===== config.mk =====
export PLATFORM = sky130hd
export DESIGN_NAME = decode_stage
export DESIGN_NICKNAME = d
export VERILOG_FILES = /design/src/rtl/decode_stage.sv
export SDC_FILE = /design/constraint.sdc
export NUM_CORES = 1
export LEC_CHECK = 0
export BUFFER_PORTS_ARGS = -buffer_cell sky130_fd_sc_hd__buf_2
export CELL_PAD_IN_SITES_DETAIL_PLACEMENT = 1
export CELL_PAD_IN_SITES_GLOBAL_PLACEMENT = 1
export CORE_UTILIZATION = 45
export CTS_BUF_LIST = sky130_fd_sc_hd__clkbuf_8
export DETAILED_ROUTE_END_ITERATION = 12
export PLACE_DENSITY = 0.9
export SYNTH_ARGS = -nofsm -noshare
export SYNTH_HDL_FRONTEND = slang
export SYNTH_SLANG_ARGS = --single-unit
export TNS_END_PERCENT = 50

===== constraint.sdc =====
create_clock -name clock -period 16.1 [get_ports clock]
set_input_delay 0.805 -clock clock [delete_from_list [all_inputs] [get_ports clock]]
set_output_delay 0.805 -clock clock [all_outputs]
set_load 0.01 [all_outputs]

===== src/rtl/decode_stage.sv =====
// decode_stage: combinational RV32 decoder feeding a DEPTH-entry output FIFO.
// Define DECODE_STAGE_RV32M_EN to decode the RV32M multiply/divide group.
module decode_stage #(
   parameter int XLEN  = 32,
   parameter int DEPTH = 2
) (
   input  logic            clock,
   input  logic            reset,
   input  logic            in_valid,
   output logic            in_ready,
   input  logic [31:0]     instr,
   input  logic [XLEN-1:0] pc,
   input  logic            flush,
   output logic            out_valid,
   input  logic            out_ready,
   output logic [XLEN-1:0] out_pc,
   output logic [4:0]      rs1,
   output logic [4:0]      rs2,
   output logic [4:0]      rd,
   output logic [XLEN-1:0] imm,
   output logic [5:0]      alu_op,
   output logic [3:0]      branch,
   output logic [8:0]      instr_type,
   output logic            alusrc,
   output logic            memtoreg,
   output logic            reg_en,
   output logic            mem_we,
   output logic [2:0]      mem_size,
   output logic            illegal,
   output logic [39:0]     char_out
);

   localparam int PW = (DEPTH > 1) ? $clog2(DEPTH) : 1;
   localparam int CW = $clog2(DEPTH + 1);

   typedef struct packed {
      logic [XLEN-1:0] pc;
      logic [4:0]      rs1;
      logic [4:0]      rs2;
      logic [4:0]      rd;
      logic [XLEN-1:0] imm;
      logic [5:0]      alu_op;
      logic [3:0]      branch;
      logic [8:0]      itype;
      logic            alusrc;
      logic            memtoreg;
      logic            reg_en;
      logic            mem_we;
      logic [2:0]      mem_size;
      logic            illegal;
      logic [39:0]     mnem;
   } entry_t;

   logic [6:0]  opcode;
   logic [2:0]  funct3;
   logic [6:0]  funct7;
   logic [31:0] imm_i;
   logic [31:0] imm_s;
   logic [31:0] imm_b;
   logic [31:0] imm_u;
   logic [31:0] imm_j;
   entry_t      dec;
   logic        bad;

   assign opcode = instr[6:0];
   assign funct3 = instr[14:12];
   assign funct7 = instr[31:25];
   assign imm_i  = {{20{instr[31]}}, instr[31:20]};
   assign imm_s  = {{20{instr[31]}}, instr[31:25], instr[11:7]};
   assign imm_b  = {{19{instr[31]}}, instr[31], instr[7], instr[30:25], instr[11:8], 1'b0};
   assign imm_u  = {instr[31:12], 12'b0};
   assign imm_j  = {{11{instr[31]}}, instr[31], instr[19:12], instr[20], instr[30:21], 1'b0};

   function automatic logic [XLEN-1:0] sext(input logic [31:0] v);
      return XLEN'($signed(v));
   endfunction

   // Decode the offered word; illegal and all-zero words are normalised afterwards.
   always_comb begin
      dec = '0;
      bad = 1'b0;
      case (opcode)
         7'b0110011: begin
            dec.itype  = 9'b1_0000_0000;
            dec.reg_en = 1'b1;
            dec.rs1    = instr[19:15];
            dec.rs2    = instr[24:20];
            dec.rd     = instr[11:7];
            if (funct7 == 7'h00) begin
               case (funct3)
                  3'd0:    {dec.alu_op, dec.mnem} = {6'd0, "ADD  "};
                  3'd1:    {dec.alu_op, dec.mnem} = {6'd5, "SLL  "};
                  3'd2:    {dec.alu_op, dec.mnem} = {6'd8, "SLT  "};
                  3'd3:    {dec.alu_op, dec.mnem} = {6'd9, "SLTU "};
                  3'd4:    {dec.alu_op, dec.mnem} = {6'd2, "XOR  "};
                  3'd5:    {dec.alu_op, dec.mnem} = {6'd6, "SRL  "};
                  3'd6:    {dec.alu_op, dec.mnem} = {6'd3, "OR   "};
                  default: {dec.alu_op, dec.mnem} = {6'd4, "AND  "};
               endcase
            end else if (funct7 == 7'h20 && funct3 == 3'd0) begin
               {dec.alu_op, dec.mnem} = {6'd1, "SUB  "};
            end else if (funct7 == 7'h20 && funct3 == 3'd5) begin
               {dec.alu_op, dec.mnem} = {6'd7, "SRA  "};
            end else if (funct7 == 7'h01) begin
`ifdef DECODE_STAGE_RV32M_EN
               dec.alu_op = 6'd20 + {3'b000, funct3};
               case (funct3)
                  3'd0:    dec.mnem = "MUL  ";
                  3'd1:    dec.mnem = "MULH ";
                  3'd2:    dec.mnem = "MULHS";
                  3'd3:    dec.mnem = "MULHU";
                  3'd4:    dec.mnem = "DIV  ";
                  3'd5:    dec.mnem = "DIVU ";
                  3'd6:    dec.mnem = "REM  ";
                  default: dec.mnem = "REMU ";
               endcase
`else
               bad = 1'b1;
`endif
            end else begin
               bad = 1'b1;
            end
         end
         7'b0010011: begin
            dec.itype  = 9'b0_1000_0000;
            dec.reg_en = 1'b1;
            dec.alusrc = 1'b1;
            dec.rs1    = instr[19:15];
            dec.rd     = instr[11:7];
            dec.imm    = sext(imm_i);
            case (funct3)
               3'd0: {dec.alu_op, dec.mnem} = {6'd10, "ADDI "};
               3'd1: begin
                  {dec.alu_op, dec.mnem} = {6'd14, "SLLI "};
                  bad = (funct7 != 7'h00);
               end
               3'd2: {dec.alu_op, dec.mnem} = {6'd17, "SLTI "};
               3'd3: {dec.alu_op, dec.mnem} = {6'd18, "SLTIU"};
               3'd4: {dec.alu_op, dec.mnem} = {6'd11, "XORI "};
               3'd5: begin
                  if (funct7 == 7'h00) {dec.alu_op, dec.mnem} = {6'd15, "SRLI "};
                  else if (funct7 == 7'h20) {dec.alu_op, dec.mnem} = {6'd16, "SRAI "};
                  else bad = 1'b1;
               end
               3'd6:    {dec.alu_op, dec.mnem} = {6'd12, "ORI  "};
               default: {dec.alu_op, dec.mnem} = {6'd13, "ANDI "};
            endcase
         end
         7'b0000011: begin
            dec.itype    = 9'b0_0100_0000;
            dec.alu_op   = 6'd10;
            dec.alusrc   = 1'b1;
            dec.memtoreg = 1'b1;
            dec.reg_en   = 1'b1;
            dec.mem_size = funct3;
            dec.rs1      = instr[19:15];
            dec.rd       = instr[11:7];
            dec.imm      = sext(imm_i);
            case (funct3)
               3'd0:    dec.mnem = "LB   ";
               3'd1:    dec.mnem = "LH   ";
               3'd2:    dec.mnem = "LW   ";
               3'd4:    dec.mnem = "LBU  ";
               3'd5:    dec.mnem = "LHU  ";
               default: bad = 1'b1;
            endcase
         end
         7'b0100011: begin
            dec.itype    = 9'b0_0010_0000;
            dec.alu_op   = 6'd10;
            dec.alusrc   = 1'b1;
            dec.mem_we   = 1'b1;
            dec.mem_size = funct3;
            dec.rs1      = instr[19:15];
            dec.rs2      = instr[24:20];
            dec.imm      = sext(imm_s);
            case (funct3)
               3'd0:    dec.mnem = "SB   ";
               3'd1:    dec.mnem = "SH   ";
               3'd2:    dec.mnem = "SW   ";
               default: bad = 1'b1;
            endcase
         end
         7'b1100011: begin
            dec.itype = 9'b0_0001_0000;
            dec.rs1   = instr[19:15];
            dec.rs2   = instr[24:20];
            dec.imm   = sext(imm_b);
            case (funct3)
               3'd0:    {dec.branch, dec.mnem} = {4'd1, "BEQ  "};
               3'd1:    {dec.branch, dec.mnem} = {4'd2, "BNE  "};
               3'd4:    {dec.branch, dec.mnem} = {4'd3, "BLT  "};
               3'd5:    {dec.branch, dec.mnem} = {4'd4, "BGE  "};
               3'd6:    {dec.branch, dec.mnem} = {4'd5, "BLTU "};
               3'd7:    {dec.branch, dec.mnem} = {4'd6, "BGEU "};
               default: bad = 1'b1;
            endcase
         end
         7'b1101111: begin
            dec.itype  = 9'b0_0000_1000;
            dec.branch = 4'd7;
            dec.reg_en = 1'b1;
            dec.rd     = instr[11:7];
            dec.imm    = sext(imm_j);
            dec.mnem   = "JAL  ";
         end
         7'b0110111: begin
            dec.itype  = 9'b0_0000_0100;
            dec.reg_en = 1'b1;
            dec.rd     = instr[11:7];
            dec.imm    = sext(imm_u);
            dec.mnem   = "LUI  ";
         end
         7'b0010111: begin
            dec.itype  = 9'b0_0000_0010;
            dec.alu_op = 6'd19;
            dec.alusrc = 1'b1;
            dec.reg_en = 1'b1;
            dec.rd     = instr[11:7];
            dec.imm    = sext(imm_u);
            dec.mnem   = "AUIPC";
         end
         7'b1100111: begin
            dec.itype  = 9'b0_0000_0001;
            dec.branch = 4'd8;
            dec.reg_en = 1'b1;
            dec.rs1    = instr[19:15];
            dec.rd     = instr[11:7];
            dec.imm    = sext(imm_i);
            dec.mnem   = "JALR ";
            bad        = (funct3 != 3'd0);
         end
         default: bad = 1'b1;
      endcase
      if (instr == 32'd0) begin
         dec      = '0;
         dec.mnem = "NOP  ";
      end else if (bad) begin
         dec         = '0;
         dec.illegal = 1'b1;
         dec.mnem    = "ILLGL";
      end
      dec.pc = pc;
   end

   entry_t        mem [DEPTH];
   logic [PW-1:0] rd_ptr;
   logic [PW-1:0] wr_ptr;
   logic [CW-1:0] count;
   logic          full;
   logic          push;
   logic          pop;

   // Reset gates both handshakes so nothing transfers in the reset cycle.
   assign full      = (count == CW'(DEPTH));
   assign in_ready  = !reset && !full;
   assign out_valid = !reset && (count != '0);
   assign push      = in_valid && in_ready;
   assign pop       = out_valid && out_ready;

   always_ff @(posedge clock) begin
      if (reset || flush) begin
         count  <= '0;
         rd_ptr <= '0;
         wr_ptr <= '0;
      end else begin
         if (push) wr_ptr <= wr_ptr + PW'(1);
         if (pop) rd_ptr <= rd_ptr + PW'(1);
         case ({push, pop})
            2'b10:   count <= count + CW'(1);
            2'b01:   count <= count - CW'(1);
            default: count <= count;
         endcase
      end
   end

   always_ff @(posedge clock) begin
      if (!reset && !flush && push) mem[wr_ptr] <= dec;
   end

   entry_t head;

   always_comb begin
      head      = '0;
      head.mnem = "XXXXX";
      if (count != '0) head = mem[rd_ptr];
   end

   assign out_pc     = head.pc;
   assign rs1        = head.rs1;
   assign rs2        = head.rs2;
   assign rd         = head.rd;
   assign imm        = head.imm;
   assign alu_op     = head.alu_op;
   assign branch     = head.branch;
   assign instr_type = head.itype;
   assign alusrc     = head.alusrc;
   assign memtoreg   = head.memtoreg;
   assign reg_en     = head.reg_en;
   assign mem_we     = head.mem_we;
   assign mem_size   = head.mem_size;
   assign illegal    = head.illegal;
   assign char_out   = head.mnem;

endmodule


# ---- Word-level counts from Yosys, hierarchy flattened
# Memory sizes are Yosys's and may differ from the RTL's. A register that Yosys moved wholly into a read port is not among the register bits.
# Cells that the tools add are included.
dict set report classes {
  addsub 4
  eq_ne 20
  mux 49
  n_reduce_logical 30
}
# op n
set op_table {}
lappend op_table {{40-bit case mux with 9 select lines} 1}
lappend op_table {{39-bit case mux with 7 select lines} 1}
lappend op_table {{37-bit case mux with 7 select lines} 1}
lappend op_table {{39-bit case mux with 6 select lines} 1}
lappend op_table {{114-bit 2-to-1 mux} 2}
lappend op_table {{39-bit case mux with 5 select lines} 1}
lappend op_table {{32-bit case mux with 5 select lines} 1}
lappend op_table {{39-bit 2-to-1 mux} 4}
lappend op_table {{146-bit 2-to-1 mux} 1}
lappend op_table {{39-bit case mux with 3 select lines} 1}
lappend op_table {{9-bit case mux with 9 select lines} 1}
lappend op_table {{40-bit 2-to-1 mux} 1}
lappend op_table {{5-bit case mux with 7 select lines} 1}
lappend op_table {{32-bit zero test} 1}
lappend op_table {{7-bit by 6-bit equality test with 1-bit output (second input constant)} 4}
lappend op_table {{4-bit case mux with 7 select lines} 1}
lappend op_table {{5-bit 2-to-1 mux} 5}
lappend op_table {{6-bit case mux with 4 select lines} 1}
lappend op_table {{7-bit equality test (second input constant)} 3}
lappend op_table {{3-bit case mux with 6 select lines} 1}
lappend op_table {{1-bit 2-to-1 mux} 16}
lappend op_table {{7-bit by 5-bit equality test with 1-bit output (second input constant)} 2}
lappend op_table {{3-bit equality test (second input constant)} 4}
lappend op_table {{4-bit case mux with 3 select lines} 1}
lappend op_table {{other kinds (27)} 47}
dict set report totals {
  reg_bits 4
  ramBits 292
  input_bits 69
  output_inout_bits 148
  wordCells 107
  n_memories 1
}
# name words width read_ports rd_clocked_by_memory_dff wr line_no
set memory_table {}
lappend memory_table {mem 2 146 1 1 1 246} ;# entry_t mem [DEPTH];

# ---- Longest topological paths before layout
# Gate-level depths: netlist of run 1.
dict set report logic_depth {
  depth_word 8
  mapped_depth 9
  depth_no_buf 8
}

# ---- Worst setup path after synthesis of run 1
# No wires, ideal clock.
dict set report synth_path {
  path_kind {input to register}
  from {in reset}
  to {mem mem[1][0] (netlist name), enable pin}
  setup_time_ns 0.825
  t_arrival_ns 11.049
  t_required_ns 15.275
  path_slack_ns 4.226
  stages 3
  path_buffers 0
  cell_sequence {a21oi_1 nand2_1 nor3b_1}
}
dict set report synth_via {
  elab_chain_cells 6
  elab_cells_between_ends 7
  classes_between {mux (2); reduce/logical (5)}
}
# item line_no
set synth_lines {}
lappend synth_lines {{start: declaration} 8} ;# input logic reset,
lappend synth_lines {{1-bit zero test (*)} {256, 278}}
lappend synth_lines {{1-bit logical AND} 256} ;# assign in_ready = !reset && !full;
lappend synth_lines {{1-bit logical AND} 258} ;# assign push = in_valid && in_ready;
lappend synth_lines {{1-bit logical AND (*)} 278} ;# if (!reset && !flush && push) mem[wr_ptr] <= dec;
lappend synth_lines {{1-bit 2-to-1 mux (*)} 278}
lappend synth_lines {{1-bit 2-to-1 mux (implied by the code) (*)} 278}
lappend synth_lines {{end: declaration} 246}
# Every way passes the cells marked *; elsewhere a longest branch is shown, timed or not.

==> flow_summary_export.csv, run 1 <==
group,metric,value,unit
hold_path,hp-class,"primary input to flip-flop",
routing,viasPerCell,5.67,
floorplan,core_area,27000,um^2
floorplan,ios,217,
global_route,grt_usage,0.241,
setup_path,arrival,3630,ps
timing,setup_viol,0,
logic_synthesis,ys_top_cells_by_area,"edfxtp_1 65%, mux2i_1 11%, nor2_1 4.7%",
floorplan,dieHeight,168,um
floorplan,fp.dieW,168,um
final_layout,drive_above_1_share,0.244,
logic_synthesis,synthDistinctLibCells,70,
job,maxCapViolations,0,
logic_synthesis,synthArstFlopShare,0,
logic_synthesis,synth_cells,970,
setup_path,rr_startpoint,"count[0]$_SDFFE_PP0P_",
hold_path,hold_path_end,"mem[1][133]$_DFFE_PP_",
logic_synthesis,synth_top_area_frac,0.651,
global_route,grt.overflow.total,0,
logic_synthesis,ys_top_cells_by_count,"270 x edfxtp_1, 155 x nor2_1, 135 x mux2i_1",
routing,route.detailed.drc,0,
timing,rsz0062_at_grt,"false",
placed_design,dp_slack,12230,ps
routing,wl_per_cell,22.2,um
clocking,cts_buffers,45,
timing,maxSlewViolCount,0,
setup_path,cp_top_family,"buffers and inverters",
timing,setup_slack,11660,ps
floorplan,rows,60,
power_and_ir_drop,power.total,1.43,mW
clocking,clock_sinks,275,
logic_synthesis,synth_edf_count,270,
clocking,postCtsHoldBufs,0,
routing,vias,8789,
timing,tns,0,ps
timing,max-slew-margin-rel,0.244,
power_and_ir_drop,ir_worst_vdd,0.0000488,V
clocking,cts_resized,0,
floorplan,start_util,0.461,
timing,fin_crit,4440,ps
final_layout,nets,1243,
clocking,cts_max_level,2,
final_layout,post-route-util,0.537,
setup_path,path_class,"flip-flop to output pin",
setup_path,critPathBufInv,3,
timing,worst_pin_slew,1120,ps
timing,fmax,0.225,GHz
logic_synthesis,yosys_register_bits,275,
clocking,cts_tree,"done",
clocking,clkSlewWorstSetupHoldPaths,60,ps
setup_path,crit_top_cell,"buf_4",
global_route,grt_pass1_wl,52.1,mm
clocking,cts_root_buf,"clkbuf_8",
hold_path,holdPathStages,1,
placed_design,globalplace.congestion,0.938,
setup_path,worst_setup_path_start_kind,"flip-flop",
setup_path,ff2ff_path_depth,8,
timing,min_period_over_period,0.276,
global_route,antenna_found_initial,5,
setup_path,crit_chain,"buf_4 > buf_4 > mux2i_1 > nor2_1 > buf_2",
setup_path,worst_ep_required_time,15290,ps
routing,first_iter_violations,677,
logic_synthesis,synth_top_cell_by_area,"edfxtp_1",
routing,dr.pass1.iters,5,
logic_synthesis,seq_area_frac_synth,0.659,
global_route,grt_max_degree,83,
placed_design,dp_hpwl,23.6,mm
hold_path,min-delay-start,"pc[19]",
routing,wl,34.5,mm
placed_design,portBuffers,208,
routing,final_antenna_net_count,0,
global_route,grt_pass1_vias,9105,
logic_synthesis,yosys_most_used_dff,"edfxtp_1",
clocking,ctsLongestPathBuffers,3,
logic_synthesis,netlist_area,12500,um^2
setup_path,cpPeakStageDelay,850,ps
power_and_ir_drop,powerDensity,98.5,nW/um^2
setup_path,reg2reg_slack,13010,ps
logic_synthesis,ys_warn_count,0,
timing,whs,438,ps
setup_path,cpMaxStageDelayCell,"buf_4",
setup_path,regToRegEndpoint,"count[1]$_SDFFE_PP0P_",
power_and_ir_drop,leakagePower,5.01,nW
timing,fin_skew,13.2,ps
status,status,"finished clean",
setup_path,end_kind,"output pin",
logic_synthesis,yosysMostFrequentCell,"edfxtp_1",
clocking,cts_setup_buffers,0,
logic_synthesis,synth.avg_cell_area,12.8,um^2
floorplan,fp.dieArea,28400,um^2
timing,finalHoldViolCount,0,
final_layout,area_growth,16.5,%
clocking,worstSkewPairLatency,560,ps
setup_path,cp_max_fo,54,
-- worst max-delay path by stage --
stage,from,slack [ps],endpoint,depth (start not counted)
final,flip-flop,11660,imm[3],5
after global placement,flip-flop,12260,instr_type[1],5
after floorplan,reset,4230,mem[1][0]$_DFFE_PP_,3
after global routing,flip-flop,11480,rd[0],5
after detailed placement,flip-flop,12230,instr_type[1],5
after CTS,flip-flop,11630,instr_type[1],5
-- sequential cells by signal (all words and copies together), names as in the netlist, named ones only --
signal  flops
wr_ptr      1
rd_ptr      1
mem       270
count       2
-- final cells by class --
| type | instances | area, um^2 |
|---|---|---|
| flip-flops and latches | 275 | 8210 |
| diodes | 4 | 10.0 |
| clock inverters | 33 | 138 |
| inverters | 14 | 52.6 |
| clock buffers | 46 | 633 |
| well taps | 341 | 427 |
| fillers | 2845 | 12500 |
| repair buffers | 220 | 1130 |
| multi-input cells | 617 | 3910 |
-- worst register-to-register path: cells and delay by family, from the launching register on --
| kind | cells | cell delay (ps) |
|---|---|---|
| AND/OR/NAND/NOR | 5 | 1290 |
| adder cells (fa/ha/maj) | 1 | 310 |
| flip-flops | 1 | 380 |
| buffers and inverters | 1 | 880 |
| XOR/XNOR | 1 | 130 |
-- layout by cell type (no fill, tap or decap), types with 3 or more instances in the layout --
master | synthesis | layout
a211oi_1 | 4 | 4
a21o_1 | 3 | 3
a21oi_1 | 46 | 46
a22oi_1 | 6 | 6
a31oi_1 | 4 | 4
and2_1 | 15 | 15
and3_1 | 7 | 7
buf_2 | 8 | 208
buf_4 | 12 | 12
clkbuf_8 | 0 | 46
clkinv_1 | 1 | 13
conb_1 | 2 | 10
dfxtp_1 | 5 | 4
diode_2 | 0 | 4
edfxtp_1 | 270 | 270
inv_1 | 13 | 31
mux2i_1 | 135 | 135
nand2_1 | 68 | 68
nand2b_1 | 4 | 4
nand3_1 | 9 | 9
nand4_1 | 7 | 7
nor2_1 | 155 | 154
nor2b_1 | 8 | 8
nor3_1 | 23 | 22
nor3_2 | 3 | 4
nor4_1 | 5 | 5
o2111ai_1 | 5 | 5
o211a_1 | 5 | 5
o211ai_1 | 8 | 8
o21ai_0 | 31 | 31
o21ai_1 | 4 | 4
or2_2 | 3 | 3
or3_1 | 3 | 3
xnor2_1 | 3 | 3
xor2_1 | 3 | 3
-- layer usage --
metal,routed length [um],GRT usage
met5,14,0
met4,1120,0.0941
met3,2290,0.0447
met2,16600,0.402
met1,14500,0.311
-- metrics by stage --
step	cells	instance area [um^2]
2_1_floorplan	978	12500
3_3_place_gp	1467	13700
3_5_place_dp	1467	13700
4_1_cts	1546	14500
5_1_grt	1550	14500
6_report	1550	14500
-- cells by family after synthesis --
logic type / after synthesis / share of synthesized area
flip-flops: 275 / 0.659
buffers and inverters: 86 / 0.0310
AND/OR/NAND/NOR: 328 / 0.125
multiplexers: 135 / 0.108
AO/OA/AOI/OAI: 137 / 0.0711
other: 2 / 0.000603
adder cells (fa/ha/maj): 1 / 0.00100
XOR/XNOR: 6 / 0.00422
-- power by group --
group / total (mW) / switching (mW) / internal [mW]
clock: 0.530 / 0.265 / 0.265
combinational: 0.0983 / 0.0665 / 0.0317
sequential: 0.802 / 0.00494 / 0.797
(Power assumes the default switching activity.)
==> run 2, diff against run 1 <==
- CORE_UTILIZATION: 45 -> 42
- PLACE_DENSITY: 0.9 -> 0.89
- clock period: 16.1 -> 3.7 ns (I/O delays scaled with it)
==> flow_summary_export.csv, run 2 (same netlist as run 1, synthesis figures left out) <==
group,metric,value,unit
placed_design,dp.cells,1521,
timing,fin_skew,19.0,ps
routing,viasPerCell,5.60,
final_layout,nets,1293,
setup_path,cpMaxStageDelayCell,"a2111oi_0",
timing,fmax,0.306,GHz
setup_path,crit_start,"instr[26]",
clocking,cts_max_level,2,
clocking,clkSlewWorstSetupHoldPaths,70,ps
routing,dr.pass1.iters,5,
routing,wl,38.1,mm
status,status,"finished clean",
setup_path,rr_startpoint,"count[1]$_SDFFE_PP0P_",
final_layout,fin_area,15200,um^2
floorplan,fp.dieArea,30400,um^2
setup_path,crit_chain,"dlygate4sd3_1 > buf_2 > or4_4 > nor3_4 > buf_4 > a21oi_2 > nor3_2 > nand2_1 > a2111oi_0",
clocking,cts_resized,0,
floorplan,dieHeight,174,um
setup_path,cp_top_family,"simple AND/OR/NAND/NOR gates",
power_and_ir_drop,p_int,4.90,mW
placed_design,portBuffers,208,
global_route,grt_usage,0.246,
floorplan,rows,62,
setup_path,arrival,3540,ps
power_and_ir_drop,combPwrFrac,0.075,
final_layout,post-route-util,0.525,
timing,rsz0062_at_grt,"false",
global_route,gr-usage-met1,0.312,
power_and_ir_drop,seqPwrFrac,0.541,
setup_path,worst_setup_path_start_kind,"primary input",
final_layout,drive_above_1_share,0.251,
clocking,clock_sinks,275,
clocking,ctsLongestPathBuffers,3,
power_and_ir_drop,leakagePower,5.26,nW
clocking,cts_setup_buffers,0,
floorplan,core_area,28900,um^2
power_and_ir_drop,p_sw,1.54,mW
power_and_ir_drop,power.total,6.44,mW
timing,whs,40.5,ps
final_layout,top_regs,"mem: 270 flops, count: 2 flops",
timing,max-slew-margin-rel,0.433,
setup_path,regToRegEndpoint,"count[0]$_SDFFE_PP0P_",
setup_path,reg2reg_slack,1120,ps
final_layout,final_cell_mix,"270 x edfxtp_1, 208 x buf_2, 154 x nor2_1, 135 x mux2i_1, 67 x nand2_1",
power_and_ir_drop,clkPwrFrac,0.383,
timing,min_period_over_period,0.882,
global_route,top_usage_layer,"met2",
global_route,grt_max_degree,104,
placed_design,dp_hpwl,24.6,mm
global_route,grtUsageMet3,0.0431,
job,maxCapViolations,0,
routing,route.detailed.drc,0,
routing,final_antenna_net_count,0,
floorplan,ios,217,
setup_path,crit_path_end,"mem[1][21]$_DFFE_PP_",
setup_path,end_kind,"flip-flop",
clocking,worstSkewPairLatency,550,ps
timing,setup_viol,0,
placed_design,placed_area,14000,um^2
setup_path,cp.depth,9,
global_route,grt_pass1_vias,9734,
timing,fin_crit,3260,ps
clocking,cts_root_buf,"clkbuf_8",
clocking,cts_buffers,44,
placed_design,globalplace.congestion,0.888,
routing,vias,9227,
power_and_ir_drop,powerDensity,424,nW/um^2
setup_path,cpPeakStageDelay,760,ps
timing,finalHoldViolCount,0,
power_and_ir_drop,ir_worst_vdd,0.000176,V
floorplan,fp.dieW,174,um
clocking,cts_tree,"done",
power_and_ir_drop,switching_share,0.239,
setup_path,critPathBufInv,3,
final_layout,largest_reg_flops,270,
setup_path,ff2ff_path_depth,7,
setup_path,path_class,"primary input to flip-flop",
hold_path,min-delay-start,"instr[27]",
final_layout,final_common_cell,"edfxtp_1",
clocking,postCtsHoldBufs,40,
floorplan,start_util,0.431,
timing,maxSlewViolCount,0,
final_layout,top_register,"mem",
global_route,grt_pass1_wl,57.6,mm
final_layout,stdcell_count,1648,
global_route,antenna_found_initial,6,
final_layout,area_growth,21.9,%
timing,worst_pin_slew,848,ps
routing,wl_per_cell,23.1,um
setup_path,worst_ep_required_time,3980,ps
setup_path,cp_max_fo,19,
global_route,grt.overflow.total,0,
routing,first_iter_violations,769,
hold_path,hp-class,"primary input to flip-flop",
global_route,use_met2,0.410,
-- run 2: cell types whose count changed in the layout (fill, tap and decap cells not counted), sizes merged --
cell / before / now
buf: 220 / 231
bufinv: 0 / 2
clkbuf: 46 / 44
clkinv: 14 / 23
clkinvlp: 0 / 1
diode: 4 / 6
dlygate4sd3: 0 / 40
inv: 33 / 25
-- run 2: stage by stage --
step	TNS, ps	setup slack (ps)
after floorplan	-203240	-885
after global placement	0	763
after detailed placement	0	585
after CTS	0	557
after global routing	0	380
final	0	436
-- run 2: per-layer routing --
metal | share of wire | vias to the layer above
met3 | 0.062 | 93
li1 | - | 4100
met1 | 0.41 | 4628
met4 | 0.038 | 0
met2 | 0.49 | 406
met5 | 0 | -
-- run 2: cell type report --
class	count	area (um^2)
flip-flops and latches	275	8210
diodes	6	15.0
clock buffers	44	606
clock inverters	37	216
well taps	384	480
repair buffers	271	1660
inverters	14	52.6
fillers	3024	13700
multi-input cells	617	3940
-- run 2: worst min-delay path by stage --
stage,depth (start not counted),end
finish,2,mem[1][74]$_DFFE_PP_
global route,2,mem[1][74]$_DFFE_PP_
CTS,2,mem[1][74]$_DFFE_PP_
detailed placement,1,mem[1][135]$_DFFE_PP_
global placement,1,mem[1][120]$_DFFE_PP_
floorplan,1,count[0]$_SDFFE_PP0P_
-- run 2: power by group through the flow --
| stage | Combinational (mW) | Sequential, mW | Clock (mW) |
|---|---|---|---|
| floorplan | 0.247 | 3.55 | 0 |
| global placement | 0.427 | 3.55 | 0 |
| detailed placement | 0.438 | 3.55 | 0 |
| CTS | 0.476 | 3.49 | 2.51 |
| global route | 0.518 | 3.49 | 2.63 |
| finish | 0.486 | 3.49 | 2.47 |
